--- config.mk ---
export PLATFORM = sky130hd
export DESIGN_NAME = run_sequencer_flat
export DESIGN_NICKNAME = d
export VERILOG_FILES = /design/src/rtl/run_if.sv /design/src/rtl/run_sequencer.sv /design/src/flat_wrapper.sv
export SDC_FILE = /design/constraint.sdc
export NUM_CORES = 1
export LEC_CHECK = 0
export BUFFER_PORTS_ARGS = -buffer_cell sky130_fd_sc_hd__buf_2
export CAP_MARGIN = 20
export CORE_MARGIN = 5
export CORE_UTILIZATION = 53
export CTS_CLUSTER_DIAMETER = 100
export DETAILED_ROUTE_END_ITERATION = 7
export GPL_TIMING_DRIVEN = 0
export PLACE_DENSITY = 0.79
export SLEW_MARGIN = 10
export SYNTH_ARGS = -nofsm -noshare
export SYNTH_HDL_FRONTEND = slang
export SYNTH_SLANG_ARGS = --single-unit
--- constraint.sdc ---
create_clock -name clk -period 2.5 [get_ports clk]
set_clock_uncertainty 0.05 [all_clocks]
set_input_delay 0.625 -clock clk [delete_from_list [all_inputs] [get_ports clk]]
set_output_delay 0.625 -clock clk [all_outputs]
set_load 0.01 [all_outputs]
--- src/rtl/run_if.sv ---
// run_if: host/core-facing signal bundle of the run sequencer.
//   req        host -> seq   start request (level, 4-phase)
//   prog_ctr   core -> seq   current program counter
//   core_reset seq  -> core  1 = core PC held in reset
//   mem_sel    seq  -> mux   data memory owner, 1 = host, 0 = core
//   busy       seq  -> host  run in progress (RESET or RUN)
//   done       seq  -> host  run ended at the halt address
//   timeout    seq  -> host  run aborted by the watchdog
//   cycles     seq  -> host  RUN cycles of the current/last run
interface run_if #(
    parameter int D  = 12,
    parameter int CW = 16
) ();
    logic          req;
    logic [D-1:0]  prog_ctr;
    logic          core_reset;
    logic          mem_sel;
    logic          busy;
    logic          done;
    logic          timeout;
    logic [CW-1:0] cycles;

    modport master (
        output req, prog_ctr,
        input  core_reset, mem_sel, busy, done, timeout, cycles
    );

    modport slave (
        input  req, prog_ctr,
        output core_reset, mem_sel, busy, done, timeout, cycles
    );
endinterface

--- src/rtl/run_sequencer.sv ---
// run_sequencer: sequences a core run IDLE -> RESET -> RUN -> DONE/FAULT.
//   clk    system clock, all state on the rising edge
//   reset  synchronous active-high reset, forces IDLE
//   bus    run_if slave: req/prog_ctr in; core_reset, mem_sel, busy,
//          done, timeout, cycles out (all registered)
module run_sequencer #(
    parameter int D         = 12,
    parameter int HALT_ADDR = 128,
    parameter int RST_CYC   = 2,
    parameter int CW        = 16,
    parameter int TIMEOUT   = 4095
) (
    input logic  clk,
    input logic  reset,
    run_if.slave bus
);
    localparam int RW = $clog2(RST_CYC + 1);

    typedef enum logic [2:0] {
        S_IDLE,
        S_RESET,
        S_RUN,
        S_DONE,
        S_FAULT
    } state_t;

    state_t        state_q, state_d;
    logic [RW-1:0] rcnt_q, rcnt_d;
    logic [CW-1:0] cycles_q, cycles_d;
    logic          core_reset_q, mem_sel_q, busy_q, done_q, timeout_q;

    always_comb begin
        state_d  = state_q;
        rcnt_d   = rcnt_q;
        cycles_d = cycles_q;
        case (state_q)
            S_IDLE: begin
                if (bus.req) begin
                    state_d  = S_RESET;
                    rcnt_d   = '0;
                    cycles_d = '0;
                end
            end
            S_RESET: begin
                rcnt_d = rcnt_q + 1'b1;
                if (rcnt_q == RW'(RST_CYC - 1)) state_d = S_RUN;
            end
            S_RUN: begin
                // The exiting edge counts too; halt outranks the watchdog.
                cycles_d = cycles_q + 1'b1;
                if (bus.prog_ctr == D'(HALT_ADDR)) state_d = S_DONE;
                else if (cycles_d == CW'(TIMEOUT)) state_d = S_FAULT;
            end
            S_DONE, S_FAULT: begin
                if (!bus.req) state_d = S_IDLE;
            end
            default: state_d = S_IDLE;
        endcase
    end

    // Outputs are decoded from the next state so they register in step
    // with state_q and stay purely Moore.
    always_ff @(posedge clk) begin
        if (reset) begin
            state_q      <= S_IDLE;
            rcnt_q       <= '0;
            cycles_q     <= '0;
            core_reset_q <= 1'b1;
            mem_sel_q    <= 1'b1;
            busy_q       <= 1'b0;
            done_q       <= 1'b0;
            timeout_q    <= 1'b0;
        end else begin
            state_q      <= state_d;
            rcnt_q       <= rcnt_d;
            cycles_q     <= cycles_d;
            core_reset_q <= state_d != S_RUN;
            mem_sel_q    <= state_d inside {S_IDLE, S_DONE, S_FAULT};
            busy_q       <= state_d inside {S_RESET, S_RUN};
            done_q       <= state_d == S_DONE;
            timeout_q    <= state_d == S_FAULT;
        end
    end

    assign bus.core_reset = core_reset_q;
    assign bus.mem_sel    = mem_sel_q;
    assign bus.busy       = busy_q;
    assign bus.done       = done_q;
    assign bus.timeout    = timeout_q;
    assign bus.cycles     = cycles_q;
endmodule

--- src/flat_wrapper.sv ---
// flat-port wrapper written by rule: the top's interface ports become plain ports
module run_sequencer_flat 
#(
    parameter int D         = 12,
    parameter int HALT_ADDR = 128,
    parameter int RST_CYC   = 2,
    parameter int CW        = 16,
    parameter int TIMEOUT   = 4095
)
  (clk, reset, bus_req, bus_prog_ctr, bus_core_reset, bus_mem_sel, bus_busy, bus_done, bus_timeout, bus_cycles);
  run_if #(.D(D), .CW(CW)) bus_i ();
  input logic clk;
  input logic reset;
  input wire logic [$bits(bus_i.req)-1:0] bus_req;
  input wire logic [$bits(bus_i.prog_ctr)-1:0] bus_prog_ctr;
  output wire logic [$bits(bus_i.core_reset)-1:0] bus_core_reset;
  output wire logic [$bits(bus_i.mem_sel)-1:0] bus_mem_sel;
  output wire logic [$bits(bus_i.busy)-1:0] bus_busy;
  output wire logic [$bits(bus_i.done)-1:0] bus_done;
  output wire logic [$bits(bus_i.timeout)-1:0] bus_timeout;
  output wire logic [$bits(bus_i.cycles)-1:0] bus_cycles;
  assign bus_i.req = bus_req;
  assign bus_i.prog_ctr = bus_prog_ctr;
  assign bus_core_reset = bus_i.core_reset;
  assign bus_mem_sel = bus_i.mem_sel;
  assign bus_busy = bus_i.busy;
  assign bus_done = bus_i.done;
  assign bus_timeout = bus_i.timeout;
  assign bus_cycles = bus_i.cycles;
  run_sequencer #(.D(D), .HALT_ADDR(HALT_ADDR), .RST_CYC(RST_CYC), .CW(CW), .TIMEOUT(TIMEOUT)) u_core (.clk(clk), .reset(reset), .bus(bus_i));
endmodule
# --- Word-level counts from Yosys, hierarchy flattened ---
# Index checks and enable logic that the tools add are counted.
totals:
  output_inout_bits: 21
  wordCells: 42
  regBits: 26
  inputBits: 15
classes:
  muxes: 10
  n_reduce_logical: 9
  n_eq_ne: 13
  n_addsub: 2
ops:
  columns: ["op", "n"]
  rows:
  - ["case mux 16 bit (2 select lines)", 1]
  - ["adder 16 x 1 -> 16 bit, second input constant", 1]
  - ["equality test 16 x 12 -> 1 bit, second input constant", 1]
  - ["two-way mux 16 bit", 1]
  - ["two-way mux 3 bit", 5]
  - ["equality test 12 x 8 -> 1 bit, second input constant", 1]
  - ["equality test 3 x 2 -> 1 bit, second input constant", 4]
  - ["case mux 3 bit (4 select lines)", 1]
  - ["equality test 3 x 1 -> 1 bit, second input constant", 2]
  - ["equality test 3 bit, second input constant", 2]
  - ["logical NOT 3 bit", 2]
  - ["nonzero test 2 bit", 3]
  - ["case mux 2 bit (2 select lines)", 1]
  - ["AND reduction 2 bit", 2]
  - ["!= test 3 x 2 -> 1 bit, second input constant", 1]
  - ["nonzero test 3 bit", 1]
  - ["adder 2 x 1 -> 2 bit, second input constant", 1]
  - ["equality test 2 x 1 -> 1 bit, second input constant", 1]
  - ["two-way mux 2 bit", 1]
  - ["!= test 2 bit, second input constant", 1]
  - ["OR reduction 2 bit", 1]

# --- Logic depth before layout (Yosys ltp) ---
# Gate-level depths: netlist of the first run.
depth:
  ltp_word: 7
  ltp_mapped: 7
  ltp_nobuf: 7

# --- Worst setup path before layout of the first run ---
# Ideal clock, no wire load.
synth_timing:
  kind: "reg-to-reg"
  from: "register u_core.cycles_q[1] (netlist: u_core.bus.cycles[1])"
  to: "register u_core.timeout_q (netlist: u_core.bus.timeout)"
  setup_ps: 117
  t_arrival_ps: 1725
  stages_incl_launch_ff: 7
  slack_ps: 608
  n_path_buf: 0
  required_time_ps: 2333
  period_less_slack_ps: 1892
  cell_sequence: "dfxtp_1 > ha_1 > nand4_1 > or3_1 > nand2_1 > a32oi_2 > a32o_1"
synth_between:
  elab_chain_len: 6
synth_rtl:
  columns: ["item", "line", "rtl"]
  rows:
  - ["start, declared", "run_sequencer.sv:29", "logic [CW-1:0] cycles_q, cycles_d;"]
  - ["start signal, assigned", "run_sequencer.sv:76", "cycles_q <= cycles_d;"]
  - ["adder 16 x 1 -> 16 bit", "run_sequencer.sv:50", "cycles_d = cycles_q + 1'b1;"]
  - ["equality test 16 x 12 -> 1 bit", "run_sequencer.sv:52", "else if (cycles_d == CW'(TIMEOUT)) state_d = S_FAULT;"]
  - ["two-way mux 3 bit", "run_sequencer.sv:52", null]
  - ["two-way mux 3 bit", "run_sequencer.sv:51", "if (bus.prog_ctr == D'(HALT_ADDR)) state_d = S_DONE;"]
  - ["case mux 3 bit (4 select lines)", "run_sequencer.sv:36", "case (state_q)"]
  - ["equality test 3 bit", "run_sequencer.sv:81", "timeout_q <= state_d == S_FAULT;"]
  - ["end signal, assigned", "run_sequencer.sv:72", "timeout_q <= 1'b0;"]
  - ["end signal, assigned", "run_sequencer.sv:81", null]
  - ["end, declared", "run_sequencer.sv:30", "logic core_reset_q, mem_sel_q, busy_q, done_q, timeout_q;"]
# Every way passes these cells.
# A chain may end at the register's enable or synchronous reset.

# --- Worst setup path in the final report of the first run ---
# Same ends and word-level chain as after synthesis.

==> results of run 1 <==
flip-flops by register name, indices dropped and copies added, names as in the netlist:
name / count
u_core.state_q: 3
u_core.bus.cycles: 16
u_core.rcnt_q: 2
u_core.bus.done: 1
u_core.bus.busy: 1
u_core.bus.core_reset: 1
u_core.bus.mem_sel: 1
u_core.bus.timeout: 1
final cells by class:
cell class | instances | area, µm²
well taps | 31 | 38.8
multi-input cells | 152 | 957
fillers | 261 | 976
inverters | 5 | 18.8
clock buffers | 4 | 36.3
plain buffers | 13 | 63.8
flip-flops and latches | 26 | 520
repair buffers | 34 | 170
how the worst max path moves through the flow:
stage                                             endpoint  slack, ns                               from  depth (start not counted)
after floorplan              u_core.bus.timeout$_SDFF_PP0_       0.61  u_core.bus.cycles[1]$_SDFFE_PP0P_                          6
after global placement       u_core.bus.timeout$_SDFF_PP0_       0.39  u_core.bus.cycles[1]$_SDFFE_PP0P_                          6
after detailed placement  u_core.bus.core_reset$_SDFF_PP1_       0.36                    bus_prog_ctr[9]                          6
after CTS                    u_core.bus.timeout$_SDFF_PP0_       0.32  u_core.bus.cycles[1]$_SDFFE_PP0P_                          6
after global routing         u_core.bus.timeout$_SDFF_PP0_       0.12  u_core.bus.cycles[1]$_SDFFE_PP0P_                          6
final                        u_core.bus.timeout$_SDFF_PP0_       0.30  u_core.bus.cycles[1]$_SDFFE_PP0P_                          6
worst register-to-register path, stage by stage (launching register included):
cell and delay [ns]:
sky130_fd_sc_hd__dfxtp_1 0.50, sky130_fd_sc_hd__ha_1 0.33, sky130_fd_sc_hd__nand4_1 0.19, sky130_fd_sc_hd__nor2_1 0.32, sky130_fd_sc_hd__nand4b_1 0.18, sky130_fd_sc_hd__a32oi_2 0.37
sky130_fd_sc_hd__a32o_1 0.23
synth_stat cells (all sizes together), types with 2 or more instances:
| master | count |
|---|---|
| inv | 5 |
| ha | 3 |
| clkbuf | 6 |
| dfxtp | 26 |
| and4 | 2 |
| or3 | 3 |
| a32o | 2 |
| nand3 | 8 |
| and3 | 3 |
| nor3 | 8 |
| nand4 | 6 |
| a31o | 4 |
| nor4 | 7 |
| nor2 | 24 |
| a311oi | 2 |
| xor2 | 4 |
| a31oi | 2 |
| nand4b | 4 |
| a21o | 2 |
| buf | 7 |
| o21ai | 14 |
| nand2 | 15 |
| a21oi | 22 |
| nand3b | 3 |
through the flow:
stage	worst slack, ns	hold WS (ns)	area, µm²	utilization, %
floorplan	0.608	0.404	1560	-
global placement	0.392	0.428	1770	63.6
detailed placement	0.364	0.437	1770	63.6
CTS	0.321	0.470	1810	64.9
global route	0.117	0.523	1810	64.9
finish	0.296	0.460	1810	64.9
logic make-up after synthesis:
logic type	count (synthesis)	share of synthesized area, %
compound gates	55	22.4
xor+xnor	5	2.81
fa+ha+maj	3	2.41
buf+inv	18	5.29
flops	26	33.4
simple gates	89	33.8
power by group through the flow:
stage	logic [mW]	registers (mW)	clock network, mW
after floorplan	0.0615	0.439	0
after global placement	0.0944	0.437	0
after detailed placement	0.0962	0.437	0
after CTS	0.0970	0.428	0.227
after global routing	0.112	0.430	0.246
final	0.0971	0.428	0.223
per-layer routing:
metal | vias up | share of wire (%)
li1 | 795 | -
met1 | 732 | 45
met2 | 44 | 48
met3 | 2 | 6.2
met4 | 0 | 0.18
met5 | - | 0
==> out/results.txt, run 1 <==
The run finished with clean final reports. Entering global routing, the biggest net connects 15 pins. Clock latency on the worst-skew pair, taken at its later pin, is 0.33 ns. The run gives 26 as the number of clock sinks seen by CTS. Measured along the x axis, the die boundary spans 64.3 µm. The via total after detailed routing is 1,573, and the final weighted congestion in routability-driven placement is 0.933. The run gives 0.30 ns as the setup slack on the worst flop-to-flop path.

The internal power is 0.549 mW, and the arrival time of data at the critical path endpoint is 2.44 ns. The largest vdd supply drop is 0.000484 V. The number of port buffers is 34. The total overflow left after global routing is 0.

The portion of total power attributed to combinational logic is 13.0%. The worst hold path passes through 2 cells. The number of hold violations in the final report is 0, and the depth of the worst register-to-register path is 6. The run gives 0 as the initial antenna violation count. Startpoint class of the critical path: a register. The classification of the worst-slack hold path is reg2reg.

Detailed placement finished with a half-perimeter wire length of 2.82 mm. In the global route stage, overall resource usage came out at 19.2%. Sorting the synthesized cells by area gives the leading types as sky130_fd_sc_hd__dfxtp_1 33%, sky130_fd_sc_hd__a21oi_1 7.1%, sky130_fd_sc_hd__nor2_1 5.8%.

The number of gates resized after CTS was 0. The first routing iteration left 125 violations. For the post-synthesis net count, the log shows 214.

The global routing usage on met2 was 34.2%; the via density per instance was 5.94. The logs give 56.1% for the initial core utilization and 2 for the number of buffers between clock root and the deepest sink. For this run, asynchronously set or reset flops after synthesis account for 0%.

After clock tree synthesis, the clock-pin slew on the worst setup and hold paths is 0.15 ns. The startpoint identified for the worst register-to-register timing path is u_core.bus.cycles[1]$_SDFFE_PP0P_. Setup repair after global routing left no endpoint under its margin.

Pin placement for this block handled 36 I/O pins. In this run the power spent charging and discharging nets is 0.199 mW. For this design the ratio of total power to cell area is 414 nW/µm². Total core area: 2780 µm². Setup total negative slack on the finished layout was measured at 0 ns.

For the count of H-tree levels built during CTS, the log shows 1. The total number of nets in the final design was 253; the post-synth design cell area was 1560 µm². The number of buffers and inverters on the critical path was 0; the remaining routing DRC violations was 0. The worst hold path terminates at u_core.rcnt_q[1]$_SDFFE_PP0P_. The routed length per placed instance is 14.5 µm. The layer flagged by global routing as most heavily used is met2. The headroom to the max-slew limit is 49.8%. In this run the critical register-to-register path is captured at u_core.bus.timeout$_SDFF_PP0_. Of the available clock period, the critical path in the final layout requires 88.2%.

The die is 64.3 µm tall. The switching share of total power works out to 26.6%. Summed over all instances, the cell type with the most area after synthesis is sky130_fd_sc_hd__dfxtp_1.

Summing the sequential cell areas from Yosys gives 33.4% of the chip area. The run gives 0 as the antenna diode instance count. Hold repair after CTS inserted 0 buffers. Once detail routing completed, the nets flagged for antenna violations numbered 0. STA classifies the critical path endpoint as a register. Number of enable-type register cells in the synthesized netlist: 0.

In this run the post-CTS setup repair buffer count came out at 0. Row generation in the floorplan step produced 19 rows. Of the total power, the clock network draws 29.8%.

TritonCTS built the clock tree. The first global-routing pass estimated 6.56 mm of wire. Global routing used 5.08% of the available met3 tracks. The critical path is of the reg2reg type. The die covers 4130 µm². Sequential cells burn 57.2% of the power. After layout, the minimum clock period comes to 2.20 ns. The largest single stage delay on the critical path is 0.50 ns. The layout cell share with drive strength beyond 1 came out at 23.9%. Maximum fanout encountered on the critical timing path: 7.

The number of max-cap violations is 0. The Yosys step of the flow raised 0 warnings. Dividing the synthesized area by the synthesized cell count gives 7.96 µm². After detailed placement, the design holds a cell count of 261. The total of endpoints with negative setup slack in the final report came out at 0.

The share of the synthesized area in the top cell type was 33.4%. The wire length after detailed routing is 3.85 mm. Category of cells accounting for the largest share of critical-path delay: simple AND/OR/NAND/NOR gates.

The tools report the total count of max-transition violations in the final report as 0. The first detailed-routing pass took 4 iterations. The logs give 196 for the instance count of the mapped netlist and 1,498 for the number of global-route vias before repair.

Leaving out filler cells and counting taps, the final layout contains 265. Clock tree synthesis selected as its root buffer the cell sky130_fd_sc_hd__clkbuf_4. For the number of buffers inserted during clock tree synthesis, the log shows 3. Slowest cell on the critical path: sky130_fd_sc_hd__dfxtp_1. Traced cell by cell, the critical path runs through ha_1, nand4_1, nor2_1, nand4b_1, a32oi_2, a32o_1. After synthesis, the netlist uses 47 different library cells. The tools report the maximum clock frequency as 454 MHz. The top cell types in the final layout, fill and taps aside, are 40 x sky130_fd_sc_hd__buf_2, 26 x sky130_fd_sc_hd__dfxtp_1, 24 x sky130_fd_sc_hd__nor2_1. The global-route track usage on met1 came out at 23.4%. The most frequent standard cell in the layout excluding fill and tap cells was sky130_fd_sc_hd__buf_2.

STA puts the critical path data required time at 2.74 ns. The design draws 0.748 mW. For the pin with the worst max-slew slack, the measured transition is 0.749 ns. Among all flip-flop cells after synthesis, the most frequent one is sky130_fd_sc_hd__dfxtp_1.

Summed over all cells, the static leakage comes to 0.761 nW. The area growth from synthesis to layout is 15.7%. The critical hold path startpoint is u_core.rcnt_q[1]$_SDFFE_PP0P_. The synthesized design contains 26 register bits.
Note: power is estimated with default switching activity, not from simulation.
==> inputs of run 2 (changes only) <==
--- a/config.mk
+++ b/config.mk
@@ -12,6 +12,7 @@
 export CTS_CLUSTER_DIAMETER = 100
 export DETAILED_ROUTE_END_ITERATION = 7
 export GPL_TIMING_DRIVEN = 0
+export MAX_ROUTING_LAYER = met4
 export PLACE_DENSITY = 0.79
 export SLEW_MARGIN = 10
 export SYNTH_ARGS = -nofsm -noshare
==> out/results.txt, run 2 (synthesis gave the netlist of run 1 again) <==
The run gives 0 ns as the sum of negative setup slack. The run gives 0.000419 V as the largest vdd supply drop. Once the floorplan was initialized, standard cells occupied 56.1% of the core. Hold is met by 0.454 ns. Sort of element at the end of the critical path: a register. The setup path with the least slack is of type reg2reg. Global routing consumed, over all layers together, 19.9% of the routing resources.

Post-CTS repair changed the size of 0 cells. The area growth from synthesis to layout is 15.7%. The height of the die was 64.3 µm; the clock period minus worst slack was 2.18 ns. Summing over every cut layer, the via total after detailed routing is 1,612. The flow ran to the end, and the final reports show no timing, DRC or antenna violations. The remaining routing DRC violations came out at 0. Among all stages on the critical path, the largest delay is contributed by sky130_fd_sc_hd__dfxtp_1. The register with the most flip-flops in the layout has 16 of them.

The via density per instance is 6.08. At the later pin of the worst-skew pair, clock insertion delay measures 0.33 ns. The tools report the smallest setup slack after layout as 0.316 ns. In this run the standard cell core region covers 2780 µm². The run gives 0.761 nW as the cell leakage power. For this run, the share of the core covered by cells in the final layout is 64.9%. Traced cell by cell, the critical path runs through ha_1, nand4_1, nor2_1, nand4b_1, a32oi_2, a32o_1.

The detailed router finished its first iteration with 152 violations. The power density of the placed cells works out to 413 nW/µm². Routed length per placed instance: 14.6 µm. The routed length on met1 was 1.73 mm; the total length of routed met3 wires was 269 µm. The detail route stage leaves a number of antenna-violating nets equal to 0. The die is 64.3 µm wide.

Counting tap cells, the placed design contains a total of 261 instances. For the worst setup path, the data required time is 2.74 ns. At the pin with the least slew margin, the transition time is 0.743 ns.

The amount of wire on met2 after detailed routing is 1.83 mm. The cell at the root of the clock tree was sky130_fd_sc_hd__clkbuf_4. At the end of routability-driven placement, the weighted congestion stood at 0.937.

Setup repair after global routing left no endpoint under its margin. The maximum fanout encountered on the critical timing path was 7; the setup slack at placement was 0.366 ns. The worst hold path belongs to the class reg2reg. The I/O pin count came out at 36. The logs give 26 for the number of clock sinks seen by CTS and 0 for the remaining global-route overflow. The wire length after detailed routing is 3.87 mm, and the overall die area is 4130 µm². TritonCTS built the clock tree. The tools report the global-route wire length before repair as 6.60 mm. TritonCTS created 3 clock buffers. The maximum number of pins on one net before global-route repair is 15. For the antenna diode instance count, the log shows 0. Across the run, the number of max-cap violations was 0. After layout, the worst path uses 87.4% of the clock period. The layout cell share with drive strength beyond 1 works out to 23.9%. The clock edge transition at the registers on the reported setup and hold paths is 0.15 ns, and the post-route cell area is 1810 µm². The clock passes through at most 2 buffers.

The largest incremental delay on the critical path works out to 0.51 ns. The number of hold violations in the final report was 0. The library cell used most frequently in the layout, excluding fill and tap cells, is sky130_fd_sc_hd__buf_2.

Setup violations remaining at the end of the flow were counted as 0. The number of global-route vias before repair is 1,461, and the standard-cell row count is 19. Headroom to the max-slew limit came out at 50.1%. Top routing layer in use: met4.

The cts-stage hold buffer count was 0. Data on the critical path arrives at its endpoint at 2.42 ns. The worst setup path is launched from a register. The total count of max-transition violations in the final report was 0. The maximum clock frequency is 458 MHz.

Once placement finished, the instance area stood at 1770 µm². The initial antenna violation count was 0. Detailed placement finished with a half-perimeter wire length of 2.86 mm. The count of H-tree levels built during CTS is 1, and the total number of nets in the final design is 253. The logs give 4 for the number of search-and-repair iterations in the first detailed-routing pass and 265 for the final cell count without fillers. In the layout the commonest cells are 40 x sky130_fd_sc_hd__buf_2, 26 x sky130_fd_sc_hd__dfxtp_1, 24 x sky130_fd_sc_hd__nor2_1. In this run the tool buffered the top-level ports with 34 buffer cells. The logs give 0 for the post-CTS setup repair buffer count and 0.746 mW for the overall power of the completed layout.
[run 2: cell counts in the layout (fill, tap and decap cells not counted)]
No cell type changed its count.
[run 2: worst max-delay path: cells and delay by family (launching register included)]
family                     cells  cell delay, ns
adders and majority gates      1            0.33
AOI/OAI and AO/OA              2            0.58
and+or+nand+nor                3            0.66
DFF                            1            0.51
[run 2: routing by layer]
layer | up-vias | track usage [%]
met3 | 4 | 4.73
met2 | 52 | 32.8
met5 | - | -
met4 | 0 | 3.56
li1 | 804 | -
met1 | 752 | 24.8
[run 2: power breakdown]
group | internal [mW] | switching [mW]
sequential | 0.424 | 0.00425
combinational | 0.0365 | 0.0603
clock | 0.0892 | 0.132
total | 0.550 | 0.197
[run 2: final cells by class]
| class | count | area [µm²] |
|---|---|---|
| multi-input cells | 152 | 957 |
| fillers | 255 | 976 |
| inverters | 5 | 18.8 |
| well taps | 31 | 38.8 |
| plain buffers | 13 | 63.8 |
| clock buffers | 4 | 36.3 |
| flip-flops and latches | 26 | 520 |
| repair buffers | 34 | 170 |
[run 2: final timing paths]
check	startpoint	end	slack (ns)	cells past startpoint
setup / recovery	u_core.bus.cycles[1]$_SDFFE_PP0P_	u_core.bus.timeout$_SDFF_PP0_	0.32	6
hold / removal	u_core.rcnt_q[1]$_SDFFE_PP0P_	u_core.rcnt_q[1]$_SDFFE_PP0P_	0.45	2
setup reg to reg	u_core.bus.cycles[1]$_SDFFE_PP0P_	u_core.bus.timeout$_SDFF_PP0_	0.32	6
hold reg to reg	u_core.rcnt_q[1]$_SDFFE_PP0P_	u_core.rcnt_q[1]$_SDFFE_PP0P_	0.45	2
==> inputs of run 3 (changes only) <==
--- a/config.mk
+++ b/config.mk
@@ -5,6 +5,7 @@
 export SDC_FILE = /design/constraint.sdc
 export NUM_CORES = 1
 export LEC_CHECK = 0
+export ABC_AREA = 1
 export BUFFER_PORTS_ARGS = -buffer_cell sky130_fd_sc_hd__buf_2
 export CAP_MARGIN = 20
 export CORE_MARGIN = 5
==> out/results.txt, run 3 <==
The via density per instance was 5.21; the count of H-tree levels built during CTS was 1. Power comes to 0.814 mW. For the cell leakage power, the log shows 0.739 nW. The mux cell area share after synthesis is 0%. Buffers inserted during clock tree synthesis total 3. In the final timing run, aggregate negative setup slack is 0 ns. The arrival time of data at the critical path endpoint is 2.38 ns, and the clock period minus worst slack is 2.18 ns. The tightest hold path in the finished design has a slack of 0.419 ns.

For the number of hold violations in the final report, the log shows 0. For the total of endpoints with negative setup slack in the final report, the log shows 0. The share of synthesized area in the top cell type comes to 34.7%. The flow ran to the end, and the final reports show no timing, DRC or antenna violations.

The simple-gate portion of the synthesized area is 43.2%. The post-synthesis adder-cell area fraction was 2.50%. The logs give 236 for the instance count of the mapped netlist and 0 for the remaining routing DRC violations.

Category of cells accounting for the largest share of critical-path delay: simple AND/OR/NAND/NOR gates. The largest total area in the synthesized netlist belongs to sky130_fd_sc_hd__dfxtp_1. At the end of the flow the core is filled with cells to 64.6%.

The most frequent standard cell in the layout excluding fill and tap cells was sky130_fd_sc_hd__nand2_1. The worst setup path is captured at a register. Once placement completed, the tool counted placed cells totaling 302. The number of clock sinks seen by CTS is 26. The total count of max-transition violations in the final report was 0.

For this run, the leading register cell type out of synthesis is sky130_fd_sc_hd__dfxtp_1. The first routing iteration left 125 violations. The run gives 57.3% as the headroom to the max-slew limit. The final layout contains 294 nets. After floorplanning, the core was divided into 19 placement rows.

Total core area: 2730 µm². Setup repair after global routing left no endpoint under its margin. The most frequently used cell type in the post-synthesis netlist is sky130_fd_sc_hd__nand2_1. In the final routed layout, each cell accounts on average for 11.8 µm.

For this run, the top clock speed supported by timing is 459 MHz. The remaining global-route overflow came out at 0. The height of the die works out to 63.2 µm. The largest incremental delay on the critical path was 0.53 ns.

The first global-routing pass estimated 6.34 mm of wire. The instance count on the critical path came out at 14. Routability-driven placement finished with a final weighted congestion of 0.921. In this run the count of I/O pins placed on the die edge is 36. At the pin with the least slew margin, the transition time is 0.638 ns. Entering global routing, the biggest net connects 16 pins.

The wire length after detailed routing is 3.62 mm, and the post-synthesis net count is 254. Cts-stage hold buffer count: 0. The tree is rooted in a sky130_fd_sc_hd__clkbuf_4. Each instance of the synthesized netlist takes up on average 6.36 µm².

Across the run, the number of max-cap violations was 0. The number of unique standard cell types used by synthesis is 25, and the number of global-route vias before repair is 1,477. The worst setup path is launched from a register.

After layout, the worst path uses 87.1% of the clock period. For this run, asynchronously set or reset flops after synthesis account for 0%. Layout cell share with drive strength beyond 1: 19.3%.

Summing the areas of all compound-gate instances in the mapped netlist gives 9.84% of the synthesized area. The critical path contains buffers and inverters numbering 2 combined. Of all nets on the critical path, the largest fanout is 9.

The tools report the final cell count without fillers as 306. The number of flip-flops under the largest register name came out at 16. The number of warnings printed during yosys synthesis was 0. Sequential cells were found to cover 34.7% of the synthesized design area. The initial core utilization was 54.9%; the post-CTS setup repair buffer count was 0.

The critical path's most frequent cell was sky130_fd_sc_hd__nand2_1. For the worst setup path, the data required time is 2.70 ns. Port buffering added 35 buffers. In the global route stage, overall resource usage came out at 19.4%. The worst setup path is of the reg2reg kind. The run gives 0 as the post-detailed-route count of antenna-violating nets.

Slowest cell on the critical path: sky130_fd_sc_hd__dfxtp_1. After synthesis, the most frequently instantiated cells are 73 x sky130_fd_sc_hd__nand2_1, 26 x sky130_fd_sc_hd__dfxtp_1, 26 x sky130_fd_sc_hd__inv_1, 26 x sky130_fd_sc_hd__nor2_1. The XOR/XNOR share of the synthesized area is 1.75%, and the antenna diode instance count is 0. Yosys mapped a number of flops with a built-in enable equal to 0. The top cell types in the final layout, fill and taps aside, are 73 x sky130_fd_sc_hd__nand2_1, 35 x sky130_fd_sc_hd__buf_2, 26 x sky130_fd_sc_hd__inv_1, 26 x sky130_fd_sc_hd__nor2_1, 26 x sky130_fd_sc_hd__dfxtp_1. Yosys attributes the largest share of cell area to sky130_fd_sc_hd__dfxtp_1 35%, sky130_fd_sc_hd__nand2_1 18%, sky130_fd_sc_hd__a21oi_1 6.7%. The classification of the worst-slack hold path was in2reg. The depth of the worst register-to-register path was 14; the power density of the placed cells was 461 nW/µm². Number of search-and-repair iterations in the first detailed-routing pass: 4. The number of register bits inferred by synthesis was 26; the number of cells upsized or downsized after cts was 0.

Walking the worst path, the cells encountered are ha_1, nand3_1, nor2_2, nand3_1, nand2_1, nand2_1, inv_1, nand2_1, nor2_1, nand2_1, nand2_2, nand3_2, inv_2, nor2_1. Counting instances, the worst hold path has a depth of 2. The logs give 2.84 mm for the half-perimeter wire length after detailed placement and 1,593 for the via total after detailed routing.

Post-synth design cell area: 1500 µm². The clock reaches the later pin of the worst-skew pair after 0.33 ns. Clock-pin slew was measured on the worst setup and hold paths at 0.15 ns.

The longest clock path from root to sink contains 2 buffers. The die covers 3990 µm². The largest vdd supply drop was 0.000559 V.

The layout overhead on the synthesized area is 17.8%, and the die width is 63.2 µm. The initial antenna violation count is 0. TritonCTS built the clock tree. The dominant combinational cell family by area after synthesis is simple AND/OR/NAND/NOR gates.
## run 3: cell types whose count changed in the layout (fill, tap and decap cells not counted), sizes merged, moves of 5 or more
cell / delta
nand2: +61
inv: +23
nand3: +13
o21ai: -10
nor2: +7
nor4: -7
buf: -6
nor3: -5
## run 3: path summary, 6_finish.rpt
path,start,end,slack [ns]
setup reg to reg,u_core.bus.cycles[0]$_SDFFE_PP0P_,u_core.bus.busy$_SDFF_PP0_,0.32
setup / recovery,u_core.bus.cycles[0]$_SDFFE_PP0P_,u_core.bus.busy$_SDFF_PP0_,0.32
hold reg to reg,u_core.rcnt_q[0]$_SDFFE_PP0P_,u_core.rcnt_q[0]$_SDFFE_PP0P_,0.42
hold / removal,reset,u_core.bus.timeout$_SDFF_PP0_,0.42
## run 3: kinds of logic (layout without fill, tap and decap cells)
| logic type | count (synthesis) | in the layout |
|---|---|---|
| DFF | 26 | 26 |
| xor gates and xnor gates | 3 | 3 |
| adders and majority gates | 3 | 3 |
| and+or+nand+nor | 145 | 145 |
| buffers and inverters | 32 | 71 |
| AOI/OAI and AO/OA | 27 | 27 |
## run 3: area by class of cell
cell class | count | area (µm²)
Clock buffer | 3 | 22.5
Timing Repair Buffer | 35 | 175
Multi-Input combinational cell | 178 | 860
Clock inverter | 1 | 30.0
Inverter | 28 | 105
Sequential cell | 26 | 520
Fill cell | 256 | 967
Tap cell | 31 | 38.8
Buffer | 4 | 15.0
## run 3: layer usage
layer  vias up  routed length (µm)  global-route usage, %  share of wire, %
met3         7                 206                   2.84               5.7
met4         0                  51                   5.45               1.4
met2        43                1810                   33.7                50
met5         -                   0                      -                 0
li1        843                   -                      -                 -
met1       700                1550                   23.1                43
## run 3: power by group
part | switching, mW | internal [mW] | leakage [nW]
Clock | 0.129 | 0.162 | 0.0279
Sequential | 0.00774 | 0.426 | 0.211
Combinational | 0.0568 | 0.0326 | 0.500
## run 3: through the flow
step           setup slack, ns  area (µm²)
4_1_cts                  0.343        1770
2_1_floorplan            0.611        1500
5_1_grt                  0.129        1770
6_report                 0.322        1770
3_3_place_gp             0.429        1710
3_5_place_dp             0.394        1710
